### src/rtl/mux_sel_pipe.sv
// N:1 word select feeding a valid/ready output through a main + skid register.
// in_ready is registered, so upstream never sees a combinational path from out_ready.
module mux_sel_pipe #(
  parameter  int WIDTH  = 16,
  parameter  int NUM_IN = 4,
  localparam int SEL_W  = $clog2(NUM_IN)
) (
  input  logic                    clk,
  input  logic                    reset,
  input  logic [NUM_IN*WIDTH-1:0] in_bus,
  input  logic [SEL_W-1:0]        sel,
  input  logic                    in_valid,
  output logic                    in_ready,
  output logic [WIDTH-1:0]        out_data,
  output logic [SEL_W-1:0]        out_sel,
  output logic                    out_err,
  output logic                    out_valid,
  input  logic                    out_ready
);

  typedef struct packed {
    logic [WIDTH-1:0] data;
    logic [SEL_W-1:0] sel;
    logic             err;
  } ent_t;

  ent_t m_q, m_d;
  ent_t s_q, s_d;
  logic m_vld_q, m_vld_d;
  logic s_vld_q, s_vld_d;
  ent_t mux_e;
  logic accept;
  logic m_free;

  // Unmatched indices (only reachable when NUM_IN is not a power of 2) flag err.
  always_comb begin
    mux_e.data = '0;
    mux_e.sel  = sel;
    mux_e.err  = 1'b1;
    for (int k = 0; k < NUM_IN; k++) begin
      if (sel == SEL_W'(k)) begin
        mux_e.data = in_bus[k*WIDTH +: WIDTH];
        mux_e.err  = 1'b0;
      end
    end
  end

  assign in_ready = ~s_vld_q;
  assign accept   = in_valid & ~s_vld_q;
  assign m_free   = ~m_vld_q | out_ready;

  always_comb begin
    m_d     = m_q;
    s_d     = s_q;
    m_vld_d = m_vld_q;
    s_vld_d = s_vld_q;
    if (m_free) begin
      if (s_vld_q) begin
        m_d     = s_q;
        m_vld_d = 1'b1;
        s_vld_d = 1'b0;
      end else if (accept) begin
        m_d     = mux_e;
        m_vld_d = 1'b1;
      end else begin
        m_vld_d = 1'b0;
      end
    end else if (accept) begin
      s_d     = mux_e;
      s_vld_d = 1'b1;
    end
  end

  always_ff @(posedge clk or posedge reset) begin
    if (reset) begin
      m_q     <= '0;
      s_q     <= '0;
      m_vld_q <= 1'b0;
      s_vld_q <= 1'b0;
    end else begin
      m_q     <= m_d;
      s_q     <= s_d;
      m_vld_q <= m_vld_d;
      s_vld_q <= s_vld_d;
    end
  end

  assign out_data  = m_q.data;
  assign out_sel   = m_q.sel;
  assign out_err   = m_q.err;
  assign out_valid = m_vld_q;

endmodule

### config.mk
export PLATFORM = sky130hd
export DESIGN_NAME = mux_sel_pipe
export DESIGN_NICKNAME = d
export VERILOG_FILES = /design/src/rtl/mux_sel_pipe.sv
export SDC_FILE = /design/constraint.sdc
export NUM_CORES = 1
export LEC_CHECK = 0
export ABC_AREA = 1
export CORE_MARGIN = 4
export CORE_UTILIZATION = 35
export DETAILED_ROUTE_END_ITERATION = 8
export GPL_TIMING_DRIVEN = 1
export PLACE_DENSITY = 0.75
export SETUP_SLACK_MARGIN = 0.4
export SYNTH_ARGS = -nofsm -noshare
export SYNTH_HDL_FRONTEND = slang
export SYNTH_SLANG_ARGS = --single-unit
export TNS_END_PERCENT = 20
### constraint.sdc
create_clock -name clk -period 2.7 [get_ports clk]
set_clock_uncertainty 0.15 [all_clocks]
set_input_delay 0.81 -clock clk [delete_from_list [all_inputs] [get_ports clk]]
set_output_delay 0.81 -clock clk [all_outputs]
set_load 0.1 [all_outputs]
### Yosys cells after proc, flatten, opt, wreduce, memory -nomap -nowiden

Index checks and enable logic that the tools add are counted.

| storage, ports and cells | value |
|---|---|
| output and inout bits | 21 |
| bits in registers | 40 |
| input bits | 70 |

| cells by class | value |
|---|---|
| reduce and logical (&&, ||, !) cells | 5 |
| multiplexer cells | 14 |
| bitwise operators | 5 |
| equal/unequal tests | 3 |

Operators by type and width:

| cell | number |
|---|---|
| $mux W16 | 4 |
| $mux W19 | 2 |
| $mux W1 | 8 |
| $eq A2 B2 Y1 const B | 2 |
| $reduce_and A2 Y1 | 2 |
| $reduce_bool A2 Y1 | 2 |
| $not A1 Y1 | 3 |
| $eq A2 B1 Y1 const B | 1 |
| $logic_not A2 Y1 | 1 |
| $and A1 B1 Y1 | 1 |
| $or A1 B1 Y1 | 1 |

### Depth between registers and ports, before layout

Gate-level depths: netlist of the first run.

| logic depth | value |
|---|---|
| depth in word-level cells | 7 |
| depth in mapped cells | 9 |
| depth with buffers taken out | 7 |

### Worst setup path after synthesis of the first run

No wires, ideal clock.

| timing path | value |
|---|---|
| path kind | register to output |
| start | register s_vld_q |
| end | output in_ready |
| cell stages (with the launch flop) | 3 |
| setup slack | 688 ps |
| data arrival time | 1052 ps |
| cells stage by stage | dfrtp_1 inv_2 buf_2 |

| on the way | value |
|---|---|
| word-level cells in the longest chain between the ends | 1 |

Ends and longest elaborated chain:

| what | RTL line | source |
|---|---|---|
| from (decl) | 30 | `logic s_vld_q, s_vld_d;` |
| from (signal assigned) | 84 | `s_vld_q <= s_vld_d;` |
| $not A1 Y1 | 48 | `assign in_ready = ~s_vld_q;` |
| to (decl) | 13 | `output logic in_ready,` |

Every way passes these cells.

### Worst setup path in the final report of the first run

| timing path | value |
|---|---|
| start | input in_valid |
| end | register m_q, in the netlist out_data[10] |

| on the way | value |
|---|---|
| word-level cells in the longest chain between the ends | 3 |

Ends and longest elaborated chain:

| what | RTL line | source |
|---|---|---|
| from (decl) | 12 | `input logic in_valid,` |
| $and A1 B1 Y1 | 49 | `assign accept = in_valid & ~s_vld_q;` |
| $reduce_bool A2 Y1 (no source line) | - |  |
| $reduce_and A2 Y1 (no source line) | - |  |
| to (signal assigned) | 81 | `m_q <= m_d;` |
| to (decl) | 27 | `ent_t m_q, m_d;` |

Every way passes these cells.
A chain may end at the register's enable or synchronous reset.

==> impl_metrics.py, run 1 <==
metrics = {
    "worst_setup_path": {
        "cp.arrival_ns": 2.15,
        "endpoint_kind": "flop",
        "r2r-start": "s_vld_q",
        "r2r_slack_ns": 0.85,
        "reg2regPathDepth": 5,
        "reg2reg_to": "s_q[3]",
        "crit_fanout": 24,
        "worstPathRequired_ns": 2.74,
        "crit_path_start_kind": "primary input",
        "critPathKind": "primary input to flop",
    },
    "clock_tree": {
        "cts_root_buf": "clkbuf_8",
        "clock_sinks": 40,
        "clockBufferDepth": 2,
        "clk_latency_ns": 0.29,
        "postCtsHoldBufs": 0,
        "cts_made_buffers": 5,
        "path_clk_slew_ns": 0.08,
        "h-tree-depth": 2,
        "cts_tree": "built",
    },
    "floorplan": {
        "io_pins": 91,
        "die_h_um": 89.1,
        "initial_core_util_pct": 36.1,
        "num_rows": 29,
        "die_w_um": 89.1,
        "fp.coreArea_mm2": 0.00639,
        "die_area_mm2": 0.00794,
    },
    "finish": {
        "synthToLayoutAreaGrowth_pct": 43.5,
        "final_area_mm2": 0.00330,
        "fin_nets": 469,
        "drive_gt1_share_pct": 16.0,
        "num_antenna_cells": 0,
        "fin_cells": 477,
    },
    "route": {
        "drc": 0,
        "viasPerCell": 4.77,
        "vias": 2273,
        "final_antenna_net_count": 0,
        "wire_per_inst_um": 12.8,
        "wl_um": 6120,
        "first_iter_violations": 103,
        "drt-pass1-iter-count": 6,
    },
    "synthesis": {
        "yosys.area.top_type": "dfrtp_1",
        "synth_nets": 382,
        "yosysTopAreaCellShare_pct": 43.5,
        "ys.flop_type": "dfrtp_1",
        "ys_ff_latch": 40,
        "synth_edf_count": 0,
        "synth_cell_types": 21,
        "syn_inst": 312,
        "yosys_warnings": 0,
        "synthArstFlopShare_pct": 100,
        "synthTopCellsByCount": "121 x nand2_1, 40 x dfrtp_1, 33 x nand3_1",
        "syn_area_per_cell_um2": 7.38,
        "syn_area_mm2": 0.00230,
        "netlist_top_cells_area": "dfrtp_1 43%, nand2_1 20%, nand3_1 7.2%",
        "seq_area_frac_synth_pct": 43.5,
        "synth.most_common_cell": "nand2_1",
    },
    "timing": {
        "max_freq_mhz": 474,
        "hold_ws_ns": 0.331,
        "rsz0062_at_grt": "false",
        "min_period_ns": 2.11,
        "post-route-period-util_pct": 78.2,
        "finalHoldViolations": 0,
        "tightest_slew_ns": 0.513,
        "slew_viol_final": 0,
        "setup_viol": 0,
        "timing.setup.tns_ns": 0,
        "slew-limit-headroom_pct": 65.8,
    },
    "placed_design": {
        "dpl.hpwl_um": 4700,
        "io_buffers": 90,
        "place_area_mm2": 0.00320,
        "globalplace.congestion": 0.929,
        "placedCellCount": 469,
    },
    "worst_hold_path": {
        "hold_end": "out_err",
        "holdCritStartpoint": "out_err",
        "whs_path_depth": 2,
        "hold_class": "flop to flop",
    },
    "global_route": {
        "grt_pass1_wl_um": 10200,
        "grt_max_degree": 41,
        "track_usage_pct": 16.1,
        "grt-ovfl-total": 0,
        "antenna_found_initial": 0,
        "grt_pass1_vias": 2190,
    },
    "power_and_ir_drop": {
        "internal_power_uw": 1210,
        "finalPower_uw": 2170,
        "netSwitchingFraction_pct": 44.4,
        "p_clk_share_pct": 19.0,
        "combPwrFrac_pct": 44.7,
        "power.density_mw_per_mm2": 657,
        "p_sw_uw": 963,
        "cellLeakagePower_uw": 0.00159,
        "power_frac_seq_pct": 36.3,
        "ir_drop_v": 0.000407,
    },
    "status": {
        "outcome": "finished clean",
    },
    "job": {
        "drv_cap": 0,
    },
}
## layout make-up
cell class | count | area [µm²]
Multi-Input combinational cell | 248 | 1150
Sequential cell | 40 | 1000
Tap cell | 77 | 96.3
Timing Repair Buffer | 97 | 931
Clock buffer | 7 | 86.3
Clock inverter | 1 | 7.51
Inverter | 7 | 31.3
Fill cell | 646 | 3080
## worst max-delay path by stage
stage / start / cells past startpoint / slack, ns / to
after floorplan: s_vld_q / 2 / 0.69 / in_ready
after global placement: sel[1] / 8 / 0.04 / out_data[10]
after detailed placement: sel[1] / 8 / 0.02 / out_data[10]
after CTS: sel[0] / 8 / 0.47 / out_data[3]
after global routing: in_valid / 8 / 0.47 / out_data[10]
final: in_valid / 8 / 0.59 / out_data[10]
## cells in the final DEF, fill, tap and decap left out
master and instances:
nand3_4 1, dfrtp_1 40, buf_12 2, clkbuf_1 1, and2_1 1, o21ai_1 16
dlygate4sd2_1 1, clkinvlp_4 2, or2_2 6, buf_6 1, nand2_1 121, inv_1 3
buf_4 25, nor2_8 1, nand2_4 1, nor2_1 22, inv_2 2, a31oi_1 2
nor2_4 2, nand3_1 33, nor2_2 14, clkdlybuf4s50_1 67, dlymetal6s2s_1 1, clkbuf_8 6
or2_0 10, clkinv_2 1, o21ai_0 18
## layer usage
layer | share of wire [%] | routed length (µm) | vias to the layer above | GRT usage [%]
met2 | 44 | 2690 | 86 | 24.0
met1 | 46 | 2800 | 1012 | 22.9
met3 | 9.0 | 552 | 5 | 4.33
met5 | 0 | 0 | - | 0
li1 | - | - | 1170 | -
met4 | 1.1 | 66 | 0 | 4.87
## metrics by stage
stage	setup slack [ns]	util, %
floorplan	0.688	-
global placement	0.0442	50.1
detailed placement	0.0233	50.1
CTS	0.466	51.6
global route	0.466	51.7
finish	0.590	51.7
## timing repair
action                                 4_1_cts  5_1_grt
resized for setup                            2        3
setup endpoints to repair                    8        3
setup buffers                                0        0
pin swaps                                    0        0
endpoints found under the hold margin        0        0
## worst max-delay path: stages
cell,delay [ns]
clkdlybuf4s50_1,0.47
nor2_2,0.19
nor2_4,0.08
inv_2,0.18
buf_12,0.22
nor2_1,0.05
nand2_1,0.08
nand2_1,0.05
## registers in the layout (all words and copies together), names as in the netlist
name,flops
out_valid,1
out_err,1
s_q,19
out_data,16
s_vld_q,1
out_sel,2
## power by group through the flow
stage | combinational (µW) | sequential, µW | clock (µW)
5_1_grt | 1040 | 805 | 445
3_3_place_gp | 970 | 794 | 0
4_1_cts | 980 | 787 | 425
6_report | 970 | 787 | 412
2_1_floorplan | 276 | 1220 | 0
3_5_place_dp | 978 | 798 | 0
## cell families (layout without fill, tap and decap cells)
family                 after synthesis  after routing  share of synthesized area [%]
buffers and inverters               24            112                           6.58
AOI/OAI and AO/OA                   36             36                           7.93
DFF                                 40             40                           43.5
and+or+nand+nor                    212            212                           42.0
Power figures use the tool's default switching activity.
==> run 2, diff against run 1 <==
==> constraint.sdc (replaced) <==
create_clock -name clk -period 2.16 [get_ports clk]
set_clock_uncertainty 0.15 [all_clocks]
set_input_delay 0.648 -clock clk [delete_from_list [all_inputs] [get_ports clk]]
set_output_delay 0.648 -clock clk [all_outputs]
set_load 0.1 [all_outputs]
==> run 2 against run 1 <==
Compared with the run above: clock-buffer cell count up 1; register-to-register slack worse by 0.28 ns; wire length up 6.8%; hold slack better by 0.0074 ns; die area unchanged; clock power up 23%; setup slack worse by 0.19 ns; power up 37%; non-clock buffer count up 8; cell count up 1.9%; critical path depth down 6; combinational power up 49%; critical path type is now flop to primary output; largest cell class is now non-clock buffers; largest power group unchanged.
==> impl_metrics.py, run 2 (synthesis gave the netlist of run 1 again) <==
metrics = {
    "status": {
        "outcome": "finished clean",
    },
    "clock_tree": {
        "cts_tree": "built",
        "clk_latency_ns": 0.29,
        "cts_root_buf": "clkbuf_8",
        "clockBufferDepth": 2,
        "cts_made_buffers": 5,
        "postCtsHoldBufs": 0,
        "path_clk_slew_ns": 0.07,
        "h-tree-depth": 2,
        "clock_sinks": 40,
    },
    "worst_setup_path": {
        "crit_path_start_kind": "flop",
        "critPathKind": "flop to primary output",
        "endpoint_kind": "primary output",
        "cp.arrival_ns": 0.96,
        "crit_fanout": 2,
        "worstPathRequired_ns": 1.36,
    },
    "route": {
        "wl_um": 6530,
        "wire_per_inst_um": 13.4,
        "drc": 0,
        "viasPerCell": 4.83,
        "first_iter_violations": 121,
        "drt-pass1-iter-count": 5,
        "final_antenna_net_count": 0,
        "vias": 2345,
    },
    "power_and_ir_drop": {
        "netSwitchingFraction_pct": 42.1,
        "p_clk_share_pct": 16.9,
        "power_frac_seq_pct": 34.5,
        "internal_power_uw": 1720,
        "p_sw_uw": 1250,
        "ir_drop_v": 0.000524,
        "combPwrFrac_pct": 48.6,
        "power.density_mw_per_mm2": 811,
        "cellLeakagePower_uw": 0.00173,
        "finalPower_uw": 2980,
    },
    "finish": {
        "fin_nets": 478,
        "fin_cells": 486,
        "final_common_cell": "nand2_1",
        "top_register": "s_q",
        "num_antenna_cells": 0,
        "utilization_pct": 57.5,
        "largest_reg_flops": 19,
        "mostFrequentLayoutCells": "121 x nand2_1, 66 x clkdlybuf4s50_1, 38 x dfrtp_1, 33 x nand3_1, 24 x buf_12",
        "synthToLayoutAreaGrowth_pct": 59.5,
        "drive_gt1_share_pct": 18.1,
    },
    "job": {
        "drv_cap": 0,
    },
    "floorplan": {
        "fp.coreArea_mm2": 0.00639,
        "die_area_mm2": 0.00794,
        "io_pins": 91,
        "die_w_um": 89.1,
        "initial_core_util_pct": 36.1,
        "num_rows": 29,
        "die_h_um": 89.1,
    },
    "timing": {
        "max_freq_mhz": 569,
        "tightest_slew_ns": 0.362,
        "setup_slack_ns": 0.402,
        "min_period_ns": 1.76,
        "slew_viol_final": 0,
        "rsz0062_at_grt": "true",
        "slew-limit-headroom_pct": 75.9,
        "setup_viol": 0,
        "timing.setup.tns_ns": 0,
        "post-route-period-util_pct": 81.4,
        "finalHoldViolations": 0,
    },
    "placed_design": {
        "io_buffers": 90,
        "placedCellCount": 475,
        "globalplace.congestion": 0.956,
        "dp_slack_ns": -0.252,
        "dpl.hpwl_um": 4980,
    },
    "global_route": {
        "grt_pass1_vias": 2288,
        "antenna_found_initial": 0,
        "track_usage_pct": 17.1,
        "grt_max_degree": 41,
        "grt-ovfl-total": 0,
        "grt_pass1_wl_um": 10600,
    },
    "worst_hold_path": {
        "hold_class": "flop to flop",
    },
}
[run 2: critical path, stage by stage, from the launching register on]
cell and delay [ns]:
dfrtp_2 0.43, inv_4 0.08, buf_12 0.17
[run 2: final timing paths]
| kind | slack, ns | startpoint | cells past startpoint | end |
|---|---|---|---|---|
| setup / recovery | 0.40 | s_vld_q | 2 | in_ready |
| hold / removal | 0.34 | s_q[1] | 2 | s_q[1] |
| setup reg to reg | 0.57 | s_vld_q | 6 | s_q[2] |
| hold reg to reg | 0.34 | s_q[1] | 2 | s_q[1] |
| max in group asynchronous | 1.08 | reset | 3 | s_vld_q |
| min in group asynchronous | 0.56 | reset | 3 | out_data[3] |
[run 2: cell type report]
type | count | area [µm²]
multi-input cells | 249 | 1170
flip-flops and latches | 40 | 1000
well taps | 77 | 96.3
repair buffers | 105 | 1280
fillers | 566 | 2710
inverters | 7 | 31.3
clock buffers | 8 | 90.1
[run 2: metal layers]
metal | vias up | track usage (%) | wire length, µm
li1 | 1182 | - | -
met1 | 1037 | 23.7 | 2960
met2 | 113 | 26.1 | 2940
met3 | 13 | 3.23 | 494
met4 | 0 | 7.31 | 138
met5 | - | 0 | 0
[run 2: repair_timing]
item	CTS	global route
hold endpoints to repair	0	0
cloned	1	1
resized for setup	7	7
endpoints found under the setup margin	34	19
setup buffers	1	0
pin swaps	1	1
[run 2: metrics by stage]
stage | cell area, µm² | hold WS [ns]
after global routing | 3670 | 0.358
after detailed placement | 3520 | 0.323
final | 3670 | 0.339
after CTS | 3640 | 0.341
after global placement | 3520 | 0.319
after floorplan | 2300 | 0.303
[run 2: power groups by stage]
stage / Combinational [µW] / Sequential, µW / Clock [µW]
2_1_floorplan: 345 / 1520 / 0
3_3_place_gp: 1420 / 1030 / 0
3_5_place_dp: 1440 / 1040 / 0
4_1_cts: 1450 / 1030 / 519
5_1_grt: 1530 / 1040 / 546
6_report: 1450 / 1030 / 505
==> run 3, diff against run 2 <==
--- a/config.mk
+++ b/config.mk
@@ -10,7 +10,7 @@
 export CORE_UTILIZATION = 35
 export DETAILED_ROUTE_END_ITERATION = 8
 export GPL_TIMING_DRIVEN = 1
-export PLACE_DENSITY = 0.75
+export PLACE_DENSITY = 0.77
 export SETUP_SLACK_MARGIN = 0.4
 export SYNTH_ARGS = -nofsm -noshare
 export SYNTH_HDL_FRONTEND = slang
==> constraint.sdc (replaced) <==
create_clock -name clk -period 1.5 [get_ports clk]
set_clock_uncertainty 0.15 [all_clocks]
set_input_delay 0.45 -clock clk [delete_from_list [all_inputs] [get_ports clk]]
set_output_delay 0.45 -clock clk [all_outputs]
set_load 0.1 [all_outputs]
==> run 3 against run 2 <==
Compared with the run above: the flow now finishes with violations (setup timing); clock power grew 93%; power grew 66%; critical path type unchanged; flip-flop and latch count is the same.
==> impl_metrics.py, run 3 (synthesis gave the netlist of run 1 again) <==
metrics = {
    "status": {
        "outcome": "finished with violations",
        "violations": "setup timing",
    },
    "global_route": {
        "grt-ovfl-total": 0,
        "track_usage_pct": 21.2,
        "antenna_found_initial": 0,
        "grt_pass1_vias": 2702,
        "grt_max_degree": 41,
        "grt_pass1_wl_um": 13000,
    },
    "power_and_ir_drop": {
        "cellLeakagePower_uw": 0.00200,
        "power.density_mw_per_mm2": 1150,
        "ir_drop_v": 0.000892,
        "finalPower_uw": 4940,
    },
    "floorplan": {
        "die_w_um": 89.1,
        "num_rows": 29,
        "die_area_mm2": 0.00794,
        "die_h_um": 89.1,
        "io_pins": 91,
        "initial_core_util_pct": 36.1,
        "fp.coreArea_mm2": 0.00639,
    },
    "finish": {
        "fin_nets": 502,
        "final_common_cell": "nand2_1",
        "drive_gt1_share_pct": 33.9,
        "num_antenna_cells": 0,
        "synthToLayoutAreaGrowth_pct": 87.1,
        "mostFrequentLayoutCells": "95 x nand2_1, 65 x clkdlybuf4s50_1, 38 x dfrtp_1, 29 x nand3_1, 29 x buf_12",
        "largest_reg_flops": 19,
        "multi_input_area_mm2": 0.00136,
        "num-fill-cells": 474,
        "top_register": "s_q",
        "seqCellArea_mm2": 0.00101,
    },
    "timing": {
        "min_period_ns": 1.59,
        "setup_slack_ns": -0.0918,
        "finalHoldViolations": 0,
        "post-route-period-util_pct": 106,
        "hold_ws_ns": 0.350,
        "slew-limit-headroom_pct": 84.3,
        "setup_viol": 38,
        "rsz0062_at_grt": "true",
        "max_freq_mhz": 628,
        "slew_viol_final": 0,
        "tightest_slew_ns": 0.235,
    },
    "worst_setup_path": {
        "reg2regPathDepth": 9,
        "cpLargestDelayFamily": "flip-flops",
        "cp_cell_sequence": "inv_4 -> buf_12",
        "worst_path_largest_cell_delay_ns": 0.44,
        "critPathKind": "flop to primary output",
        "cpMaxStageDelayCell": "dfrtp_2",
        "crit_fanout": 2,
        "worstPathRequired_ns": 0.90,
        "crit_path_start_kind": "flop",
        "cp.arrival_ns": 0.99,
        "crit_cells": 2,
        "endpoint_kind": "primary output",
        "cp_num_buf_inv": 2,
    },
    "route": {
        "vias": 2637,
        "drt-pass1-iter-count": 4,
        "first_iter_violations": 259,
        "wire_per_inst_um": 17.6,
        "final_antenna_net_count": 0,
        "viasPerCell": 5.17,
        "wl_um": 8980,
        "drc": 0,
    },
    "clock_tree": {
        "postCtsHoldBufs": 0,
        "clockBufferDepth": 2,
        "cts_tree": "built",
        "path_clk_slew_ns": 0.08,
        "h-tree-depth": 2,
        "cts_root_buf": "clkbuf_8",
        "cts_made_buffers": 5,
        "clock_sinks": 40,
        "clk_latency_ns": 0.29,
    },
    "worst_hold_path": {
        "hold_class": "flop to flop",
        "whs_path_depth": 1,
    },
    "placed_design": {
        "globalplace.congestion": 0.785,
        "dpl.hpwl_um": 5190,
        "io_buffers": 90,
    },
    "job": {
        "drv_cap": 0,
    },
}
run 3: report_power, final:
group | leakage (µW) | total [µW] | internal, µW | switching [µW]
sequential | 0.000495 | 1530 | 1300 | 234
combinational | 0.00144 | 2430 | 1000 | 1430
clock | 0.0000645 | 973 | 587 | 385
total | 0.00200 | 4940 | 2890 | 2050
run 3: layer usage:
metal | vias to the layer above | wire length [µm] | global-route usage (%)
met5 | - | 0 | 0
met4 | 0 | 361 | 8.53
met3 | 35 | 635 | 2.95
met2 | 138 | 4370 | 36.5
met1 | 1225 | 3620 | 26.7
li1 | 1239 | - | -
run 3: per-stage QoR:
| stage | utilization (%) | cell area [µm²] | setup WS [ns] | setup TNS, ns | instances |
|---|---|---|---|---|---|
| 6_report | 67.5 | 4310 | -0.0918 | -1.28 | 510 |
| 5_1_grt | 67.5 | 4310 | -0.145 | -3.36 | 510 |
| 4_1_cts | 64.4 | 4110 | -0.0895 | -0.921 | 503 |
| 3_5_place_dp | 56.3 | 3590 | -0.629 | -19.62 | 479 |
| 3_3_place_gp | 56.3 | 3590 | -0.628 | -18.77 | 479 |
| 2_1_floorplan | - | 2330 | -0.0531 | -0.725 | 312 |
run 3: layout make-up:
type	count	share of cell area (%)
Multi-Input combinational cell	249	31.5
Clock buffer	7	2.24
Tap cell	77	2.24
Clock inverter	1	0.697
Timing Repair Buffer	129	38.9
Inverter	7	1.07
Sequential cell	40	23.4
run 3: repair_timing:
| item | CTS | global route |
|---|---|---|
| pin swaps | 21 | 9 |
| gates resized for setup | 52 | 38 |
| endpoints found under the setup margin | 61 | 61 |
| setup buffers | 8 | 6 |
| cloned | 8 | 1 |
run 3: final timing paths:
check                           from           to  slack (ns)
max in group asynchronous      reset    out_valid        0.59
min in group asynchronous      reset      s_q[16]        0.40
max reg2reg                out_valid  out_data[5]       -0.09
max                          s_vld_q     in_ready       -0.09
min reg2reg                   s_q[0]       s_q[0]        0.35
min                           s_q[0]       s_q[0]        0.35
run 3: worst reg2reg max path, delay by kind of cell, from the launching register on:
kind                   cells  cell delay, ns
flip-flops                 1            0.51
buffers and inverters      4            0.44
AND/OR/NAND/NOR            5            0.43
